<file path="config.mk">
export PLATFORM = sky130hd
export DESIGN_NAME = mem_arbiter
export DESIGN_NICKNAME = d
export VERILOG_FILES = /design/src/rtl/mmix_defs.sv /design/src/rtl/mem_rr_pick.sv /design/src/rtl/mem_arbiter.sv
export SDC_FILE = /design/constraint.sdc
export NUM_CORES = 1
export LEC_CHECK = 0
export BUFFER_PORTS_ARGS = -buffer_cell sky130_fd_sc_hd__buf_4
export CORE_AREA = 2 2 182 184
export CTS_CLUSTER_SIZE = 20
export DETAILED_ROUTE_END_ITERATION = 12
export DIE_AREA = 0 0 184 186
export PLACE_DENSITY = 0.55
export REMOVE_ABC_BUFFERS = 1
export SKIP_CTS_REPAIR_TIMING = 1
export SLEW_MARGIN = 25
export SYNTH_ARGS = -nofsm -noshare
export SYNTH_HDL_FRONTEND = slang
export SYNTH_HIERARCHICAL = 1
export SYNTH_SLANG_ARGS = --single-unit
</file>
<file path="constraint.sdc">
create_clock -name clk -period 2.3 [get_ports clk]
set_clock_uncertainty 0.05 [all_clocks]
set_input_delay 0.23 -clock clk [delete_from_list [all_inputs] [get_ports clk]]
set_output_delay 0.23 -clock clk [all_outputs]
set_load 0.005 [all_outputs]
</file>
<file path="src/rtl/mmix_defs.sv">
// Shared MMIX memory-subsystem definitions.
// Arbiter FSM states and the fetch/data port-select encoding.
package mmix_defs;

    typedef enum logic [1:0] {
        IDLE    = 2'd0,
        GRANT_F = 2'd1,
        GRANT_D = 2'd2
    } arb_state_t;

    typedef enum logic {
        SEL_F = 1'b0,
        SEL_D = 1'b1
    } port_sel_t;

endpackage

</file>
<file path="src/rtl/mem_rr_pick.sv">
// Two-port winner selection: round-robin or data-first.
// Ports: i_req_f/i_req_d requests, i_last last grant, o_win winner.
module mem_rr_pick
    import mmix_defs::*;
#(
    parameter bit FAIR = 1'b1
) (
    input  logic      i_req_f,
    input  logic      i_req_d,
    input  port_sel_t i_last,
    output port_sel_t o_win
);

    always_comb begin
        o_win = SEL_D;
        unique case (1'b1)
            (i_req_f && !i_req_d): o_win = SEL_F;
            (i_req_d && !i_req_f): o_win = SEL_D;
            (i_req_f && i_req_d):
                o_win = (FAIR && i_last == SEL_D) ? SEL_F : SEL_D;
            default: o_win = SEL_D;
        endcase
    end

endmodule

</file>
<file path="src/rtl/mem_arbiter.sv">
// Arbitrates fetch and data ports onto one registered memory port.
// Ports: f_* fetch, d_* data, m_* memory, rdata/bus_err/proto_err status.
module mem_arbiter
    import mmix_defs::*;
#(
    parameter bit          FAIR    = 1'b1,
    parameter int unsigned TIMEOUT = 1023
) (
    input  logic        clk,
    input  logic        reset_n,
    input  logic [63:0] f_address,
    input  logic [1:0]  f_datasize,
    input  logic        f_read,
    output logic        f_done,
    input  logic [63:0] d_address,
    input  logic [1:0]  d_datasize,
    input  logic        d_read,
    input  logic        d_write,
    input  logic [63:0] d_writedata,
    output logic        d_done,
    output logic [63:0] rdata,
    output logic        bus_err,
    output logic        proto_err,
    output logic [63:0] m_address,
    output logic [1:0]  m_datasize,
    output logic        m_read,
    output logic        m_write,
    output logic [63:0] m_writedata,
    input  logic [63:0] m_readdata,
    input  logic        m_done
);

    // Timeout fires in the cycle whose increment would reach TIMEOUT.
    localparam logic [15:0] TO_LAST = 16'(TIMEOUT - 1);

    arb_state_t  r_state;
    arb_state_t  w_next;
    port_sel_t   r_last;
    port_sel_t   w_win;
    logic [15:0] r_cnt;
    logic [63:0] r_m_address;
    logic [1:0]  r_m_datasize;
    logic        r_m_read;
    logic        r_m_write;
    logic [63:0] r_m_writedata;
    logic        r_proto;
    logic        w_any;
    logic        w_timeout;
    logic        w_finish;

    assign w_any = f_read || d_read || d_write;

    mem_rr_pick #(
        .FAIR (FAIR)
    ) u_pick (
        .i_req_f (f_read),
        .i_req_d (d_read || d_write),
        .i_last  (r_last),
        .o_win   (w_win)
    );

    always_ff @(posedge clk or negedge reset_n) begin
        if (!reset_n) begin
            r_state <= IDLE;
        end else begin
            r_state <= w_next;
        end
    end

    always_comb begin
        w_next    = r_state;
        w_timeout = 1'b0;
        w_finish  = 1'b0;
        unique case (r_state)
            IDLE: begin
                if (w_any) begin
                    w_next = (w_win == SEL_F) ? GRANT_F : GRANT_D;
                end
            end
            GRANT_F, GRANT_D: begin
                // m_done beats a coincident timeout.
                w_timeout = !m_done && (r_cnt == TO_LAST);
                w_finish  = m_done || w_timeout;
                if (w_finish) begin
                    w_next = IDLE;
                end
            end
            default: w_next = IDLE;
        endcase
    end

    always_ff @(posedge clk or negedge reset_n) begin
        if (!reset_n) begin
            r_last        <= SEL_D;
            r_cnt         <= '0;
            r_m_address   <= '0;
            r_m_datasize  <= '0;
            r_m_read      <= 1'b0;
            r_m_write     <= 1'b0;
            r_m_writedata <= '0;
            r_proto       <= 1'b0;
        end else begin
            if (r_state == IDLE) begin
                if (d_read && d_write) begin
                    r_proto <= 1'b1;
                end
                if (w_any) begin
                    r_cnt  <= '0;
                    r_last <= w_win;
                    if (w_win == SEL_F) begin
                        r_m_address  <= f_address;
                        r_m_datasize <= f_datasize;
                        r_m_read     <= 1'b1;
                        r_m_write    <= 1'b0;
                    end else begin
                        r_m_address   <= d_address;
                        r_m_datasize  <= d_datasize;
                        r_m_writedata <= d_writedata;
                        r_m_read      <= !d_write;
                        r_m_write     <= d_write;
                    end
                end
            end else if (w_finish) begin
                r_m_read  <= 1'b0;
                r_m_write <= 1'b0;
            end else begin
                r_cnt <= r_cnt + 16'd1;
            end
        end
    end

    assign f_done      = (r_state == GRANT_F) && w_finish;
    assign d_done      = (r_state == GRANT_D) && w_finish;
    assign bus_err     = w_timeout;
    assign rdata       = m_readdata;
    assign proto_err   = r_proto;
    assign m_address   = r_m_address;
    assign m_datasize  = r_m_datasize;
    assign m_read      = r_m_read;
    assign m_write     = r_m_write;
    assign m_writedata = r_m_writedata;

endmodule
</file>
## Word-level counts from Yosys, hierarchy flattened

Index checks and enable logic that the tools add are counted.

- Add/sub/neg operators: 1
- Equality and inequality tests: 6
- Mux-type cells: 20
- Reduce and logical (&&, ||, !) cells: 22

Operators with widths:

| operator | number |
|---|---|
| 64-bit two-way mux | 1 |
| 16-bit two-way mux | 3 |
| 16-bit by 1-bit adder with 16-bit output, second input constant | 1 |
| 16-bit by 10-bit == test with 1-bit output, second input constant | 1 |
| 1-bit two-way mux | 10 |
| 2-bit AND reduction | 5 |
| 2-bit two-way mux | 4 |
| 1-bit logical AND | 6 |
| 1-bit logical OR | 4 |
| 2-bit != test, second input constant | 2 |
| 2-bit one-hot mux with 2 select lines | 1 |
| 1-bit zero test | 3 |
| 3-bit AND reduction | 1 |
| 2-bit by 1-bit == test with 1-bit output, second input constant | 1 |
| 2-bit == test, second input constant | 1 |
| 2-bit zero test | 1 |
| 2-bit by 1-bit != test with 1-bit output, second input constant | 1 |
| 1-bit one-hot mux with 2 select lines | 1 |
| 2-bit nonzero test | 1 |
| 2-bit OR reduction | 1 |

- Flip-flop bits (word level): 152
- Bits of input ports: 266
- Output and inout bits: 200

## Logic depth before layout (Yosys ltp)

Gate-level depths: netlist of run 1.

- Word-level depth: 7
- Gate-level depth with buffers: 8
- Mapped depth without buffers: 7

## Cells and area by module

Netlist of run 1, hierarchy kept.

Modules (own cells, without submodules):

| module | instances | cells each | area an instance (um^2) |
|---|---|---|---|
| mem_arbiter | 1 | 619 | 7,166.9 |
| mem_rr_pick | 1 | 2 | 12.5 |

## Worst setup path after synthesis of run 1

Ideal clock, no wire load.

- Kind: register to output
- Start: reg r_cnt[0]
- End: out d_done
- Required time: 2.020 ns
- Setup slack: 0.287 ns
- Cell stages (with the launch flop): 7
- Path buffers: 0
- Arrival time: 1.733 ns
- Cell sequence: dfrtp_1 > inv_1 > ha_1 > or4b_4 > nor4_4 > o21a_4 > and2_2

- Cells in the longest elaborated chain, start to end: 5

Ends and longest elaborated chain:

| what | line | RTL |
|---|---|---|
| from (decl) | mem_arbiter.sv:40 | `logic [15:0] r_cnt;` |
| from (signal assigned) | mem_arbiter.sv:127 | `r_cnt <= r_cnt + 16'd1;` |
| 16-bit by 10-bit == test with 1-bit output | mem_arbiter.sv:82 | `w_timeout = !m_done && (r_cnt == TO_LAST);` |
| 1-bit logical AND | mem_arbiter.sv:82 |  |
| 1-bit logical OR | mem_arbiter.sv:83 | `w_finish = m_done \|\| w_timeout;` |
| 1-bit two-way mux | mem_arbiter.sv:74 | `unique case (r_state)` |
| 1-bit logical AND | mem_arbiter.sv:133 | `assign d_done = (r_state == GRANT_D) && w_finish;` |
| to (decl) | mem_arbiter.sv:20 | `output logic d_done,` |

Every way passes these cells.

## Final worst setup path of run 1

Same ends and word-level chain as after synthesis.

==> results of run 1 <==
==> registers in the layout, indices dropped and copies added (netlist names) <==
signal / cells
m_address: 64
m_writedata: 64
r_cnt: 16
m_datasize: 2
r_state: 2
m_read: 1
m_write: 1
proto_err: 1
r_last: 1
==> layer usage <==
metal | wire length [um] | vias up | share of wire (%) | global-route usage, %
met2 | 13000 | 280 | 46 | 23.4
met3 | 5470 | 25 | 19 | 14.5
li1 | - | 2790 | - | -
met5 | 137 | - | 0.49 | 2.96
met1 | 9280 | 2745 | 33 | 15.6
met4 | 306 | 2 | 1.1 | 3.84
==> synth_stat cells (2+ instances only) <==
cell / instances
mux2_2: 64
nor2_1: 5
o21ai_0: 70
nand3_1: 6
inv_1: 6
o21a_1: 2
a31oi_1: 4
nand2_1: 82
a22o_1: 2
ha_1: 5
and3_1: 3
nand4_1: 6
and2_1: 3
and2_2: 2
dfrtp_1: 151
o21ai_1: 4
clkbuf_1: 19
a41oi_1: 2
mux2i_1: 72
buf_4: 66
a31o_2: 3
a21oi_1: 6
buf_2: 10
nor2b_1: 2
==> power groups by stage <==
stage / Clock (uW) / Combinational, uW / Sequential, uW
2_1_floorplan: 0 / 2420 / 4650
3_3_place_gp: 0 / 6020 / 4590
3_5_place_dp: 0 / 6070 / 4640
4_1_cts: 2810 / 6070 / 4610
5_1_grt: 2900 / 6730 / 4770
6_report: 2680 / 6160 / 4610
==> how the worst max path moves through the flow <==
| stage | to | cells past startpoint | start |
|---|---|---|---|
| 2_1_floorplan | m_writedata[0] | 3 | r_last |
| 3_3_place_gp | r_cnt[3] | 7 | r_cnt[0] |
| 3_5_place_dp | r_cnt[3] | 7 | r_cnt[0] |
| 4_1_cts | d_done | 7 | r_cnt[0] |
| 5_1_grt | d_done | 7 | r_cnt[0] |
| 6_report | d_done | 7 | r_cnt[0] |
==> logic make-up after synthesis <==
logic type               share of synthesized area [%]
flip-flops                                        53.0
adder cells (fa/ha/maj)                          0.871
AND/OR/NAND/NOR                                   8.21
AO/OA/AOI/OAI                                     8.54
multiplexers                                      20.1
buffers and inverters                             9.31
==> cell type report <==
cell class	instances	area (um2)
fill	3281	21100
inverter	6	22.5
clock inverter	15	119
multi-input combinational	367	2760
tap	408	510
clock buffer	17	425
sequential	152	3800
timing repair buffer	423	3470
==> layout by cell type (no fill, tap or decap), types with 4 or more instances in the layout <==
cell type / instances
a21oi_1: 6
a31oi_1: 4
buf_12: 9
buf_4: 345
buf_6: 4
clkbuf_16: 17
clkinv_2: 4
clkinv_4: 4
dfrtp_1: 151
dlygate4sd3_1: 65
ha_1: 4
inv_1: 5
mux2_2: 64
mux2i_1: 72
nand2_1: 81
nand3_1: 6
nand4_1: 6
nor2_1: 5
o21ai_0: 70
==> worst reg2reg max path: cells and delay by family (launching register included) <==
family / cells / cell delay, ns
buf+inv: 3 / 0.41
flops: 1 / 0.41
simple gates: 2 / 0.62
fa+ha+maj: 1 / 0.15
compound gates: 3 / 0.45
==> through the flow <==
| step | utilization, % | setup TNS (ns) | setup slack (ns) |
|---|---|---|---|
| floorplan | - | -484.74 | -3.75 |
| global placement | 30.6 | 0 | 0.0854 |
| detailed placement | 30.6 | 0 | 0.0687 |
| CTS | 32.2 | -0.944 | -0.360 |
| global route | 34.5 | -0.900 | -0.294 |
| finish | 34.5 | -0.564 | -0.209 |
==> impl_metrics.ini, run 1 <==
[critical_path]
reg2reg_slack_ns = 0.08
cp_slowest_cell = or4b_4
worstPathBufferInverterCount = 2
crit_chain = inv_2 > ha_2 > or4b_4 > nor4_4 > o21a_4 > and2_4 > buf_6
reg2regPathDepth = 9
cp.required_ns = 2.02
crit_type = reg -> out
crit_path_end_kind = output port
critPathTopFamily = simple AND/OR/NAND/NOR gates
cp_max_fo = 4
crit_arrival_ns = 2.23
crit_path_start_kind = flip-flop
critPathMaxStageDelay_ns = 0.48
r2r-end = r_cnt[9]
r2r-start = r_cnt[0]

[finish]
drive_gt1_share_pct = 48.8
post-route-cell-area_mm2 = 0.0111
insertedDiodeCount = 0
fin_nets = 1238
syn2layout_area_growth_pct = 54.8
final_cells = 1388

[timing]
clock.fmax_ghz = 0.399
setup_viol = 3
fin_worst_hold_slack_ns = 0.0332
fin_crit_ns = 2.51
worst_slew_pin_slew_ns = 0.734
drv_slew = 0
hold_violations = 0
worst_slack_ns = -0.209
rsz0062_at_grt = yes
max_slew_margin_pct = 51.1
fin_crit_sh_pct = 109

[clock_tree]
cts_tree = built
clk_latency_ns = 0.42
cts_root_buf = clkbuf_16
clock_path_buffers = 2
cts.sinks = 152
htree_levels = 4
cts-buffers-inserted = 17
clkTransAtPathRegs_ns = 0.06

[outcome]
status = complete, but fails checks
violations = negative setup slack

[yosys]
synth_top_cell_by_area = dfrtp_1
avgSynthCellArea_um2 = 11.6
synth_cells = 621
synth_area_mm2 = 0.00718
synth_top_area_share_pct = 52.6
synth_warnings = 6
ys_seq_elements = 152
ys.flop_type = dfrtp_1
synth_edf_count = 0
synthTopCellsByArea = dfrtp_1 53%, mux2i_1 10%, mux2_2 10%
ys_seq_area_share_pct = 53.0
synth.distinct_cells = 50
synth-async-reset-ratio_pct = 100

[detailed_routing]
wl_per_cell_um = 20.3
routed_wl_mm = 28.2
drt_first_pass_iters = 4
via_count = 5842
drt_iter0_drc = 295
ant_nets = 0
vias_per_cell = 4.21
drc = 0

[floorplanning]
core_area_mm2 = 0.0322
rows = 66
die_h_um = 186
die_area_mm2 = 0.0342
start_util_pct = 22.3
die_x_um = 184
io_pins = 466

[power_and_ir_drop]
pwr_density_cell_mw_per_mm2 = 1210
p_comb_share_pct = 45.8
p_seq_share_pct = 34.3
leakage_uw = 0.00544
switching_power_uw = 4720
power.share.switching_pct = 35.1
clockPowerShare_pct = 20.0
power.total_uw = 13400
ir_worst_vdd_mv = 0.492
intPower_uw = 8730

[global_routing]
grt_overflow = 0
grt.total_usage_pct = 15.6
grt_pass1_vias = 5555
antenna_found_initial = 0
grt_pass1_wl_mm = 38.0
grt_max_degree = 75

[placed_design]
hpwl_mm = 22.2
dp_cells = 1285
postPlaceCellArea_mm2 = 0.00984
numPortBuffers = 337
gp_congestion = 0.815

[min_path]
holdCritPathClass = in -> reg
hold_depth = 2
hold_path_end = proto_err
min-delay-start = d_read

[job]
drv_cap = 0
Note: power is estimated with default switching activity, not from simulation.
==> run 2: changes to the inputs <==
Settings changed: CELL_PAD_IN_SITES_DETAIL_PLACEMENT from default to 1, CELL_PAD_IN_SITES_GLOBAL_PLACEMENT from default to 1, CORE_AREA 2 2 182 184 to 2 2 180 182, DIE_AREA 0 0 184 186 to 0 0 182 184, PLACE_DENSITY 0.55 to 0.7.
==> run 2 against run 1 <==
Compared with the run above:
- the flow still finishes with violations (negative setup slack)
- combinational power grew 1%
- wire length is 2.6% higher
- critical path depth unchanged
- die area fell by 2.2%
- clock power shrank 4%
- flip-flop and latch count stayed put
- final area stayed put
- sequential power hardly changed
- worst setup slack worse by 0.070 ns
- utilization grew 0.89 points
- fmax is 2.7% lower
- register-to-register slack lost 0.11 ns
==> impl_metrics.ini, run 2 (synthesis gave the netlist of run 1 again) <==
[timing]
max_slew_margin_pct = 45.7
worst_slack_ns = -0.279
fin_worst_hold_slack_ns = 0.0346
fin_crit_sh_pct = 112
fin_crit_ns = 2.58
rsz0062_at_grt = yes
clock.fmax_ghz = 0.388
setup_viol = 7
worst_slew_pin_slew_ns = 0.811
drv_slew = 0
hold_violations = 0

[placed_design]
gp_congestion = 0.772
hpwl_mm = 21.8
numPortBuffers = 337

[global_routing]
grt.total_usage_pct = 15.9
antenna_found_initial = 0
grt_overflow = 0
grt_pass1_wl_mm = 38.8
grt_max_degree = 81
grt_pass1_vias = 6135

[outcome]
status = complete, but fails checks
violations = negative setup slack

[critical_path]
r2r-end = r_cnt[10]
reg2regPathDepth = 8
cp.depth = 7
worstPathBufferInverterCount = 3
crit_arrival_ns = 2.30
crit_chain = inv_2 > ha_4 > or4b_4 > nor4_4 > buf_4 > and3b_2 > buf_6
crit_path_start_kind = flip-flop
cp_slowest_cell = or4b_4
crit_path_end_kind = output port
reg2reg_slack_ns = -0.03
cp.required_ns = 2.02
crit_path_start = r_cnt[0]
r2r-start = r_cnt[0]
critPathMaxStageDelay_ns = 0.48
cp_max_fo = 4
crit_type = reg -> out
critPathTopFamily = simple AND/OR/NAND/NOR gates
endpoint = bus_err

[power_and_ir_drop]
ir_worst_vdd_mv = 0.479
pwr_density_cell_mw_per_mm2 = 1210
power.share.switching_pct = 35.1
switching_power_uw = 4710
intPower_uw = 8730
p_seq_share_pct = 34.5
power.total_uw = 13400
p_comb_share_pct = 46.5
clockPowerShare_pct = 19.0
leakage_uw = 0.00543

[floorplanning]
die_x_um = 182
die_h_um = 184
die_area_mm2 = 0.0335
start_util_pct = 22.9
core_area_mm2 = 0.0314
rows = 65
io_pins = 466

[clock_tree]
htree_levels = 4
clkTransAtPathRegs_ns = 0.06
cts.sinks = 152
cts_root_buf = clkbuf_16
clk_latency_ns = 0.42
clock_path_buffers = 2
cts_tree = built
cts-buffers-inserted = 17

[finish]
final_util_pct = 35.4
num-fill-cells = 3511
insertedDiodeCount = 0
fin_nets = 1239
final_cell_mix = 347 x buf_4, 151 x dfrtp_1, 81 x nand2_1, 72 x mux2i_1, 70 x o21ai_0
mostFrequentLayoutCell = buf_4
drive_gt1_share_pct = 48.9
syn2layout_area_growth_pct = 54.8

[min_path]
holdCritPathClass = in -> reg

[detailed_routing]
via_count = 6091
drt_iter0_drc = 165
routed_wl_mm = 29.0
drt_first_pass_iters = 5
ant_nets = 0
wl_per_cell_um = 21.0
drc = 0
vias_per_cell = 4.41

[job]
drv_cap = 0
## run 2: cell types whose count changed in the layout (fill, tap and decap cells not counted), moves of 2 or more
cell,before,now
a41oi_2,0,2
buf_12,9,7
buf_4,345,347
clkinv_4,4,2
inv_6,3,1
inv_8,2,0
clkbuf_8,0,2
a41oi_1,2,0
clkinvlp_4,2,4
## run 2: worst min-delay path by stage
stage	startpoint	endpoint	cells past startpoint	slack, ns
final	d_read	proto_err	2	0.03
after floorplan	reset_n	m_address[0]	0	-0.12
after global placement	reset_n	m_writedata[16]	1	0.20
after CTS	reset_n	m_writedata[35]	1	-0.28
after global routing	d_read	proto_err	2	0.01
after detailed placement	reset_n	m_writedata[17]	1	0.19
## run 2: power groups by stage
stage	Clock, uW	Combinational, uW	Sequential (uW)
after CTS	2700	6050	4620
final	2560	6250	4640
after floorplan	0	2420	4650
after global routing	2790	6820	4810
after detailed placement	0	6040	4660
after global placement	0	5910	4570
## run 2: cell type report
| cell class | count | area [um2] | share of cell area (%) |
|---|---|---|---|
| Tap cell | 402 | 503 | 4.53 |
| Clock buffer | 19 | 453 | 4.08 |
| Clock inverter | 11 | 76.3 | 0.687 |
| Timing Repair Buffer | 424 | 3450 | 31.1 |
| Multi-Input combinational cell | 367 | 2800 | 25.2 |
| Sequential cell | 152 | 3800 | 34.2 |
| Inverter | 6 | 22.5 | 0.203 |
## run 2: worst reg2reg max path, cell delays in order (launching register included)
cell	delay [ns]
dfrtp_1	0.42
inv_2	0.11
ha_4	0.14
or4b_4	0.48
buf_4	0.16
nor3_4	0.28
a311oi_2	0.26
nand3_1	0.19
mux2i_1	0.18
## run 2: metrics by stage
stage               cells  cell area (um2)  TNS [ns]  worst slack (ns)
floorplan             523             6530   -484.74             -3.75
global placement     1279             9810         0            0.0729
detailed placement   1279             9810   -0.0254           -0.0129
CTS                  1309            10300     -1.35            -0.458
global route         1381            11100     -1.88            -0.372
finish               1381            11100    -0.890            -0.279
## run 2: layer usage
| layer | share of wire, % | up-vias | track usage, % | routed length (um) |
|---|---|---|---|---|
| met1 | 35 | 2934 | 16.2 | 10100 |
| met3 | 15 | 42 | 12.8 | 4470 |
| li1 | - | 2790 | - | - |
| met4 | 1.8 | 4 | 4.65 | 530 |
| met2 | 47 | 321 | 24.4 | 13600 |
| met5 | 0.94 | - | 5.93 | 273 |
==> run 3: changes to the inputs <==
Settings changed: PLACE_DENSITY 0.7 to default, PLACE_DENSITY_LB_ADDON from default to 0.1.
==> run 3 against run 2 <==
Compared with the run above:
- the flow still finishes with violations (negative setup slack)
- wire length increased by 5.3%
- utilization up 0.47 points
- sequential share of layout area is 0.45 points lower
- clock power increased by 15%
- global-route usage increased by 1.9 points
- highest routed layer unchanged
- critical endpoint unchanged
==> impl_metrics.ini, run 3 (synthesis gave the netlist of run 1 again) <==
[critical_path]
cp_max_fo = 3
crit_arrival_ns = 2.19
reg2regPathDepth = 10
r2r-start = r_cnt[0]
crit_type = reg -> out
r2r-end = m_read
crit_path_end_kind = output port
cp.required_ns = 2.02
reg2reg_slack_ns = 0
crit_path_start = r_cnt[0]
crit_path_start_kind = flip-flop
endpoint = bus_err

[clock_tree]
cts-buffers-inserted = 17
clock_path_buffers = 2
cts_root_buf = clkbuf_16
htree_levels = 4
cts.sinks = 152
clk_latency_ns = 0.42
clkTransAtPathRegs_ns = 0.07
cts_tree = built

[timing]
clock.fmax_ghz = 0.405
drv_slew = 0
hold_violations = 0
worst_slew_pin_slew_ns = 0.538
setup_viol = 4
fin_worst_hold_slack_ns = 0.0136
fin_crit_ns = 2.47
fin_crit_sh_pct = 107
max_slew_margin_pct = 64.0
rsz0062_at_grt = yes
worst_slack_ns = -0.172

[detailed_routing]
wl_per_cell_um = 21.9
routed_wl_mm = 30.5
drt_first_pass_iters = 4
via_count = 5976
drc = 0
drt_iter0_drc = 142
vias_per_cell = 4.30
ant_nets = 0

[placed_design]
hpwl_mm = 24.1
dp_cells = 1284
numPortBuffers = 337
gp_congestion = 0.793

[job]
drv_cap = 0

[outcome]
status = complete, but fails checks
violations = negative setup slack

[global_routing]
grt_max_degree = 88
grt_pass1_wl_mm = 42.9
grt_pass1_vias = 6198
antenna_found_initial = 0
grt.total_usage_pct = 17.9
grt_overflow = 0

[finish]
syn2layout_area_growth_pct = 56.8
final_cells = 1391
final_cell_mix = 356 x buf_4, 151 x dfrtp_1, 81 x nand2_1, 72 x mux2i_1, 70 x o21ai_0
mostFrequentLayoutCell = buf_4
insertedDiodeCount = 0
num-fill-cells = 3535
fin_nets = 1247
drive_gt1_share_pct = 49.4

[min_path]
hold_depth = 2
holdCritPathClass = in -> reg

[floorplanning]
start_util_pct = 22.9
io_pins = 466
rows = 65
die_area_mm2 = 0.0335
die_x_um = 182
die_h_um = 184
core_area_mm2 = 0.0314

[power_and_ir_drop]
leakage_uw = 0.00554
ir_worst_vdd_mv = 0.611
pwr_density_cell_mw_per_mm2 = 1240
==> run 3: per-layer routing <==
metal  track usage (%)  vias up  wire length, um
li1                  -     2797                -
met1              17.6     2827            10400
met2              26.8      307            13700
met3              16.5       37             5530
met4              4.39        8              502
met5              6.22        -              299
==> run 3: worst min-delay path by stage <==
| stage | from | end |
|---|---|---|
| final | d_writedata[40] | m_writedata[40] |
| after global routing | d_writedata[40] | m_writedata[40] |
| after CTS | reset_n | m_writedata[30] |
| after detailed placement | reset_n | m_writedata[15] |
| after global placement | reset_n | m_writedata[15] |
| after floorplan | reset_n | m_address[0] |
==> run 3: area by class of cell <==
type | instances | area [um2] | area share (%)
flip-flops and latches | 152 | 3800 | 33.8
repair buffers | 434 | 3560 | 31.6
multi-input cells | 365 | 2760 | 24.5
well taps | 402 | 503 | 4.47
clock buffers | 18 | 439 | 3.90
clock inverters | 14 | 169 | 1.50
inverters | 6 | 22.5 | 0.200
==> run 3: report_power, final <==
group | switching (uW) | internal (uW) | total [uW]
logic | 2860 | 3540 | 6400
registers | 669 | 3930 | 4600
clock network | 1360 | 1590 | 2950
==> run 3: critical path, stage by stage, from the launching register on <==
cell	delay [ns]
dfrtp_1	0.38
inv_2	0.09
ha_4	0.12
or4b_4	0.48
nor4_4	0.28
buf_4	0.17
and3b_2	0.17
buf_6	0.09
==> run 3: through the flow <==
stage	util [%]	area, um2	setup WS [ns]	TNS [ns]	total power (uW)
floorplan	-	6530	-3.75	-484.74	7080
global route	35.9	11300	-0.267	-0.846	15000
finish	35.9	11300	-0.172	-0.483	14000
global placement	31.4	9860	-0.0217	-0.0326	10800
CTS	33.3	10500	-0.383	-1.23	13900
detailed placement	31.4	9860	-0.0599	-0.160	10800
